## src/rtl/trdb_pkg.sv

```systemverilog
// Shared types for the trace encoder packet scheduler.
// Holds the packet format enums, scheduler FSM states, the emitter payload
// struct, pending-bit indices and the fixed-priority grant helper.
package trdb_pkg;

    localparam int unsigned FORMAT_W    = 2;
    localparam int unsigned SUBFORMAT_W = 2;
    localparam int unsigned NUM_REQ     = 4;

    // Pending-bit positions; higher index is higher priority.
    localparam int unsigned P_BMAP   = 0;
    localparam int unsigned P_ADDR   = 1;
    localparam int unsigned P_RESYNC = 2;
    localparam int unsigned P_SYNC   = 3;

    typedef enum logic [FORMAT_W-1:0] {
        F_OPT_EXT    = 2'd0,
        F_DIFF_DELTA = 2'd1,
        F_ADDR_ONLY  = 2'd2,
        F_SYNC       = 2'd3
    } trdb_format_e;

    typedef enum logic [SUBFORMAT_W-1:0] {
        SF_START   = 2'd0,
        SF_TRAP    = 2'd1,
        SF_CONTEXT = 2'd2,
        SF_SUPPORT = 2'd3
    } trdb_f_sync_subformat_e;

    typedef enum logic [1:0] {
        OFF   = 2'd0,
        START = 2'd1,
        RUN   = 2'd2,
        HOLD  = 2'd3
    } trdb_sched_state_e;

    typedef struct packed {
        trdb_format_e           format;
        trdb_f_sync_subformat_e subformat;
    } trdb_emit_t;

    // One-hot grant of the highest pending bit: sync > resync > addr > bmap.
    function automatic logic [NUM_REQ-1:0] pick_grant(input logic [NUM_REQ-1:0] pend);
        logic [NUM_REQ-1:0] gnt;
        gnt = '0;
        if (pend[P_SYNC])        gnt[P_SYNC]   = 1'b1;
        else if (pend[P_RESYNC]) gnt[P_RESYNC] = 1'b1;
        else if (pend[P_ADDR])   gnt[P_ADDR]   = 1'b1;
        else if (pend[P_BMAP])   gnt[P_BMAP]   = 1'b1;
        return gnt;
    endfunction

endpackage

```

## src/rtl/trdb_resync_counter.sv

```systemverilog
// Periodic resync counter.
// Counts accepted non-sync packets and flags a resync request when the count
// reaches resync_max_i; any accepted sync packet restarts the period and a
// zero period freezes the counter at 0.
//   clk_i, rst_ni  : clock, synchronous active-low reset
//   accept_i       : emitter handshake completed this cycle
//   is_sync_i      : accepted packet is format 3
//   resync_max_i   : accepted-packet period, 0 disables
//   resync_hit_c   : combinational, request a resync at this edge
module trdb_resync_counter
    import trdb_pkg::*;
#(
    parameter int unsigned RESYNC_W = 16
) (
    input  logic                clk_i,
    input  logic                rst_ni,
    input  logic                accept_i,
    input  logic                is_sync_i,
    input  logic [RESYNC_W-1:0] resync_max_i,
    output logic                resync_hit_c
);

    logic [RESYNC_W-1:0] cnt_q;
    logic [RESYNC_W-1:0] cnt_d;
    logic [RESYNC_W-1:0] cnt_inc;

    // Next count and hit detect.
    always_comb begin
        cnt_inc      = cnt_q + RESYNC_W'(1);
        cnt_d        = cnt_q;
        resync_hit_c = 1'b0;
        if (resync_max_i == '0) begin
            cnt_d = '0;
        end else if (accept_i) begin
            if (is_sync_i) begin
                cnt_d = '0;
            end else begin
                cnt_d        = cnt_inc;
                resync_hit_c = (cnt_inc == resync_max_i);
            end
        end
    end

    always_ff @(posedge clk_i) begin
        if (!rst_ni) cnt_q <= '0;
        else         cnt_q <= cnt_d;
    end

endmodule

```

## src/rtl/trdb_packet_scheduler.sv

```systemverilog
// Trace encoder packet scheduler: latches packet requests, arbitrates them by
// fixed priority, forces a sync-start packet first after enable, inserts
// periodic resyncs and holds the emitter request under backpressure.
//   clk_i, rst_ni          : clock, synchronous active-low reset
//   enable_i               : trace enable, 0 forces OFF
//   req_sync_i/_sub_i      : format 3 request and its subformat
//   req_addr_i, req_bmap_i : format 2 / format 1 requests
//   resync_max_i           : accepted packets between resyncs, 0 disables
//   emit_ready_i           : emitter accepts current packet
//   emit_valid_o/format_o/subformat_o : registered packet request
//   drop_o, drop_cnt_o     : lost-request pulse and saturating count
//   busy_o                 : any request pending or in flight
module trdb_packet_scheduler
    import trdb_pkg::*;
#(
    parameter int unsigned RESYNC_W = 16,
    parameter int unsigned DROP_W   = 8
) (
    input  logic                clk_i,
    input  logic                rst_ni,
    input  logic                enable_i,
    input  logic                req_sync_i,
    input  logic [1:0]          req_sync_sub_i,
    input  logic                req_addr_i,
    input  logic                req_bmap_i,
    input  logic [RESYNC_W-1:0] resync_max_i,
    input  logic                emit_ready_i,
    output logic                emit_valid_o,
    output logic [1:0]          emit_format_o,
    output logic [1:0]          emit_subformat_o,
    output logic                drop_o,
    output logic [DROP_W-1:0]   drop_cnt_o,
    output logic                busy_o
);

    trdb_sched_state_e      state_q, state_d;
    logic [NUM_REQ-1:0]     pend_q, pend_d;
    logic [NUM_REQ-1:0]     gnt_q, gnt_d;
    trdb_f_sync_subformat_e sync_sub_q, sync_sub_d;
    trdb_emit_t             emit_q, emit_d;
    logic                   valid_q, valid_d;
    logic                   drop_q, drop_d;
    logic [DROP_W-1:0]      drop_cnt_q, drop_cnt_d;
    logic                   busy_q, busy_d;

    logic                   accept;
    logic                   resync_hit_c;
    logic [NUM_REQ-1:0]     clr;
    logic [NUM_REQ-1:0]     kept;
    logic [NUM_REQ-1:0]     ext_req;
    logic [NUM_REQ-1:0]     drops;
    logic [NUM_REQ-1:0]     sel;

    assign accept = valid_q & emit_ready_i;

    trdb_resync_counter #(
        .RESYNC_W (RESYNC_W)
    ) u_resync (
        .clk_i        (clk_i),
        .rst_ni       (rst_ni),
        .accept_i     (accept),
        .is_sync_i    (emit_q.format == F_SYNC),
        .resync_max_i (resync_max_i),
        .resync_hit_c (resync_hit_c)
    );

    // Request bookkeeping: a new request on a still-pending, uncleared bit is lost.
    always_comb begin
        clr     = (state_q == HOLD && accept) ? gnt_q : '0;
        kept    = pend_q & ~clr;
        ext_req = '0;
        ext_req[P_SYNC] = req_sync_i;
        ext_req[P_ADDR] = req_addr_i;
        ext_req[P_BMAP] = req_bmap_i;
        drops   = ext_req & kept;
        sel     = pick_grant(pend_q);
    end

    // Next-state and registered-output logic.
    always_comb begin
        state_d    = state_q;
        pend_d     = kept | ext_req;
        pend_d[P_RESYNC] = kept[P_RESYNC] | resync_hit_c;
        gnt_d      = gnt_q;
        sync_sub_d = sync_sub_q;
        emit_d     = emit_q;
        valid_d    = valid_q;
        drop_d     = |drops;
        drop_cnt_d = drop_cnt_q;

        // The newer sync request only sets the subformat if it is not dropped.
        if (req_sync_i && !kept[P_SYNC]) begin
            sync_sub_d = trdb_f_sync_subformat_e'(req_sync_sub_i);
        end
        if ((|drops) && (drop_cnt_q != {DROP_W{1'b1}})) begin
            drop_cnt_d = drop_cnt_q + DROP_W'(1);
        end

        unique case (state_q)
            OFF: begin
                valid_d = 1'b0;
                state_d = START;
                valid_d = 1'b1;
                emit_d  = '{format: F_SYNC, subformat: SF_START};
                gnt_d   = '0;
            end
            START: begin
                if (accept) begin
                    state_d = RUN;
                    valid_d = 1'b0;
                end
            end
            RUN: begin
                if (|pend_q) begin
                    state_d = HOLD;
                    valid_d = 1'b1;
                    gnt_d   = sel;
                    if (sel[P_SYNC])        emit_d = '{format: F_SYNC,       subformat: sync_sub_q};
                    else if (sel[P_RESYNC]) emit_d = '{format: F_SYNC,       subformat: SF_START};
                    else if (sel[P_ADDR])   emit_d = '{format: F_ADDR_ONLY,  subformat: SF_START};
                    else                    emit_d = '{format: F_DIFF_DELTA, subformat: SF_START};
                end
            end
            HOLD: begin
                if (accept) begin
                    state_d = RUN;
                    valid_d = 1'b0;
                    gnt_d   = '0;
                end
            end
            default: state_d = OFF;
        endcase

        // Disable overrides everything except the drop count.
        if (!enable_i) begin
            state_d    = OFF;
            pend_d     = '0;
            gnt_d      = '0;
            valid_d    = 1'b0;
            emit_d     = '{format: F_OPT_EXT, subformat: SF_START};
            drop_d     = 1'b0;
            drop_cnt_d = drop_cnt_q;
            sync_sub_d = sync_sub_q;
        end

        busy_d = (|pend_d) | valid_d;
    end

    always_ff @(posedge clk_i) begin
        if (!rst_ni) begin
            state_q    <= OFF;
            pend_q     <= '0;
            gnt_q      <= '0;
            sync_sub_q <= SF_START;
            emit_q     <= '{format: F_OPT_EXT, subformat: SF_START};
            valid_q    <= 1'b0;
            drop_q     <= 1'b0;
            drop_cnt_q <= '0;
            busy_q     <= 1'b0;
        end else begin
            state_q    <= state_d;
            pend_q     <= pend_d;
            gnt_q      <= gnt_d;
            sync_sub_q <= sync_sub_d;
            emit_q     <= emit_d;
            valid_q    <= valid_d;
            drop_q     <= drop_d;
            drop_cnt_q <= drop_cnt_d;
            busy_q     <= busy_d;
        end
    end

    assign emit_valid_o     = valid_q;
    assign emit_format_o    = emit_q.format;
    assign emit_subformat_o = emit_q.subformat;
    assign drop_o           = drop_q;
    assign drop_cnt_o       = drop_cnt_q;
    assign busy_o           = busy_q;

endmodule

```

## config.mk

```make
export PLATFORM = sky130hd
export DESIGN_NAME = trdb_packet_scheduler
export DESIGN_NICKNAME = d
export VERILOG_FILES = /design/src/rtl/trdb_pkg.sv /design/src/rtl/trdb_resync_counter.sv /design/src/rtl/trdb_packet_scheduler.sv
export SDC_FILE = /design/constraint.sdc
export NUM_CORES = 1
export LEC_CHECK = 0
export CAP_MARGIN = 40
export CORE_MARGIN = 1.5
export CORE_UTILIZATION = 40
export DETAILED_ROUTE_END_ITERATION = 7
export GPL_TIMING_DRIVEN = 0
export SYNTH_ARGS = -nofsm -noshare
export SYNTH_HDL_FRONTEND = slang
export SYNTH_HIERARCHICAL = 1
export SYNTH_SLANG_ARGS = --single-unit
```

## constraint.sdc

```tcl
create_clock -name clk_i -period 6.3 [get_ports clk_i]
set_input_delay 1.89 -clock clk_i [delete_from_list [all_inputs] [get_ports clk_i]]
set_output_delay 1.89 -clock clk_i [all_outputs]
set_load 0.005 [all_outputs]
```

==> summary.txt <==
Power
  – Pwr/cell area: approximately 170 nW/µm²
  – Final Power: 521 µW
  – Leakage: 0.00106 µW
  – Worst VDD drop: roughly 0.08 mV

Route
  – Final antenna-violating net count: 0
  – Drt via density: 5.67
  – Wirelength per Cell: 15.2 µm
  – WL final: roughly 6700 µm
  – DRC Markers: 0
  – Initial DRC count: 147
  – Pre-antenna DRT Iters: 4
  – Vias: 2506

Clocking
  – Clock transition at the registers of the reported paths: ~0.08 ns
  – H-tree levels: 2
  – TritonCTS Buffers: 5
  – CTS tree: built
  – CTS root buf: clkbuf_8
  – Cts repair resizes: 0
  – Clock Tree Buf Depth: 2
  – Clock sinks: 43
  – Postcts setup bufs: 0
  – Clock Latency Late Sink: 0.30 ns
  – Hold-fix buffers, CTS: 0

Timing
  – Slew margin rel.: 0.598
  – Post-route minimum period: ~4.3 ns
  – Clock skew: slightly below 0.006 ns
  – Final setup margin: roughly 2 ns
  – Slew Viols, Final: 0
  – Final worst path period share: 0.682
  – Final setup viols: 0
  – FMAX: about 230 MHz
  – Final hold vios: 0
  – TNS Setup: 0 ns
  – Tightest Pin Transition: approximately 0.6 ns
  – RSZ-0062 raised after global routing: no

Place
  – Dpl ws: 1.71 ns
  – Post-DP HPWL: slightly below 5000 µm
  – Port Buffers: 38
  – Routability Congestion: approximately 0.9
  – Dpl cell area: roughly 3100 µm²

Synth
  – Number of library cell types mapped by synthesis: between 60 and 70
  – Synth Area per Inst: between 8 and 9 µm²
  – Top cells by count, synth: dfxtp_1 (43), nor2_1 (33), nand2_1 (30), a21oi_1 (26), o21ai_0 (19)
  – Post-synth top area share: 0.334
  – EDFF count, synth: 0
  – Post-synthesis sequential area ratio: 0.334
  – Synth warn: 6
  – Cell taking the most area after synthesis: dfxtp_1
  – Main flop type after synthesis: dfxtp_1
  – Post-synthesis register bit count: 43
  – Cell area after synthesis: between 2000 and 3000 µm²
  – Syn Inst Count: approximately 320
  – Top cells by area, synth: dfxtp_1 (33%), a21oi_1 (5.1%), nor2_1 (4.8%)
  – Most frequent cell after synthesis: dfxtp_1
  – Syn Nets: 346
  – Asr flop ratio synth: 0

Floorplan
  – Die Area: ~7000 µm²
  – Boundary Pins: 40
  – Rows: 29
  – Die Width: 83.2 µm
  – Starting density of the core: 0.410
  – Die Ht: roughly 83 µm
  – Core area: approximately 6300 µm²

Critical path
  – Crit path kind: primary input to flip-flop
  – Worst path cell trace: clkdlybuf4s50_1, and2_1, nand2b_1, buf_2, nor3_1, nand4_1, or4b_1, nor4_2, a21oi_1, a31oi_1, or3_1
  – CP Buf/Inv Count: 2
  – Crit path max-delay family: simple AND/OR/NAND/NOR gates
  – CP endpoint kind: flip-flop
  – WP data required: 6.54 ns
  – Slowest CP cell: or4b_1
  – Startpoint Class: primary input
  – Crit-path max cell delay: 0.57 ns
  – Crit path arrival time: ~4.5 ns
  – R2R setup slack: approximately 3.6 ns
  – Crit path max fanout: 10

GRT
  – Aggregate global routing overflow: 0
  – Number of global-route vias before repair: 2319
  – Largest net degree at the start of global routing: 14
  – All-Layer GR Usage: 0.195
  – Global-route wire length before repair: about 11000 µm
  – Initial antenna violation count: 0

Cells and area
  – Area growth syn-to-layout: 21.8%
  – Fin nets: 391
  – Share of cells above drive strength 1: 0.0959
  – Antenna Cells: 0
  – Post-layout util: 0.500
  – Reg area: 861 µm²
  – Layout fillers: approximately 620
  – Multi-input combinational cell area: between 1500 and 2000 µm²
  – Cell area after layout: 3140 µm²

Worst hold path
  – Hold Crit Class: flip-flop to flip-flop

Run
  – Max-Cap Viols: 0

Outcome
  – Status: completed
==> final timing paths <==
kind,start,to,cells past startpoint
setup / recovery,emit_ready_i,busy_o$_SDFF_PN0_,11
hold / removal,sync_sub_q[0]$_SDFFE_PN0P_,emit_subformat_o[0]$_SDFFE_PN0P_,2
setup reg to reg,u_resync/cnt_q[1]$_SDFFE_PP0P_,busy_o$_SDFF_PN0_,10
hold reg to reg,sync_sub_q[0]$_SDFFE_PN0P_,emit_subformat_o[0]$_SDFFE_PN0P_,2
==> cell families (layout without fill, tap and decap cells) <==
group	Yosys count	after routing	synth area share
flip-flops	43	43	0.334
multiplexers	8	8	0.0311
AO/OA/AOI/OAI	77	77	0.190
AND/OR/NAND/NOR	142	142	0.315
buffers and inverters	27	73	0.0520
adder cells (fa/ha/maj)	2	2	0.00972
XOR/XNOR	20	20	0.0680
==> per-stage QoR <==
stage | std cells | hold slack [ns]
6_report | 442 | 0.461
5_1_grt | 442 | 0.483
4_1_cts | 442 | 0.462
3_5_place_dp | 434 | 0.450
3_3_place_gp | 434 | 0.447
2_1_floorplan | 319 | 0.431
==> cell type report <==
class                      count  share of cell area
multi-input combinational    249               0.504
sequential                    43               0.274
clock inverter                 2             0.00399
clock buffer                   6              0.0231
buffer                        21              0.0355
tap                           77              0.0307
timing repair buffer          38               0.121
inverter                       6             0.00718
==> registers in the layout, indices dropped and copies added (netlist names) <==
register / count
u_resync/cnt_q: 16
drop_cnt_o: 8
gnt_q: 4
pend_q: 4
emit_format_o: 2
emit_subformat_o: 2
state_q: 2
sync_sub_q: 2
busy_o: 1
drop_o: 1
emit_valid_o: 1
==> worst reg2reg max path: stages (launching register included) <==
cell and delay [ns]:
dfxtp_1 0.46, ha_1 0.32, nand3_1 0.18, buf_2 0.22
nor4_1 0.42, xnor2_1 0.14, o211ai_1 0.12, nor4_2 0.06
a21oi_1 0.18, a31oi_1 0.10, or3_1 0.35
==> report_power, final <==
part	internal, µW	total [µW]	leakage (µW)	switching (µW)
logic	33.2	65.6	0.000672	32.4
clock network	77.6	175	0.0000412	97.6
registers	276	280	0.000349	4.11
total	387	521	0.00106	134
==> routing by layer <==
metal	GRT usage	wire, µm	vias to the layer above
li1	-	-	1250
met1	0.256	3030	1176
met5	0	0	-
met2	0.319	3220	67
met3	0.0298	342	13
met4	0.0773	112	0
==> layout by cell type (no fill, tap or decap), drive strengths merged, types with 3 or more instances in the layout <==
master and instances:
a21boi 4, a21oi 27, a31oi 5, and3 5, buf 13, clkbuf 14
clkdlybuf4s50 38, dfxtp 43, inv 5, mux2i 8, nand2 30, nand2b 4
nand3 9, nand4 9, nor2 34, nor2b 5, nor3 10, nor3b 3
nor4 11, o21ai 19, o31ai 3, or3 4, or4 6, xnor2 12
xor2 8
No activity file was read; power rests on OpenSTA's default activity.
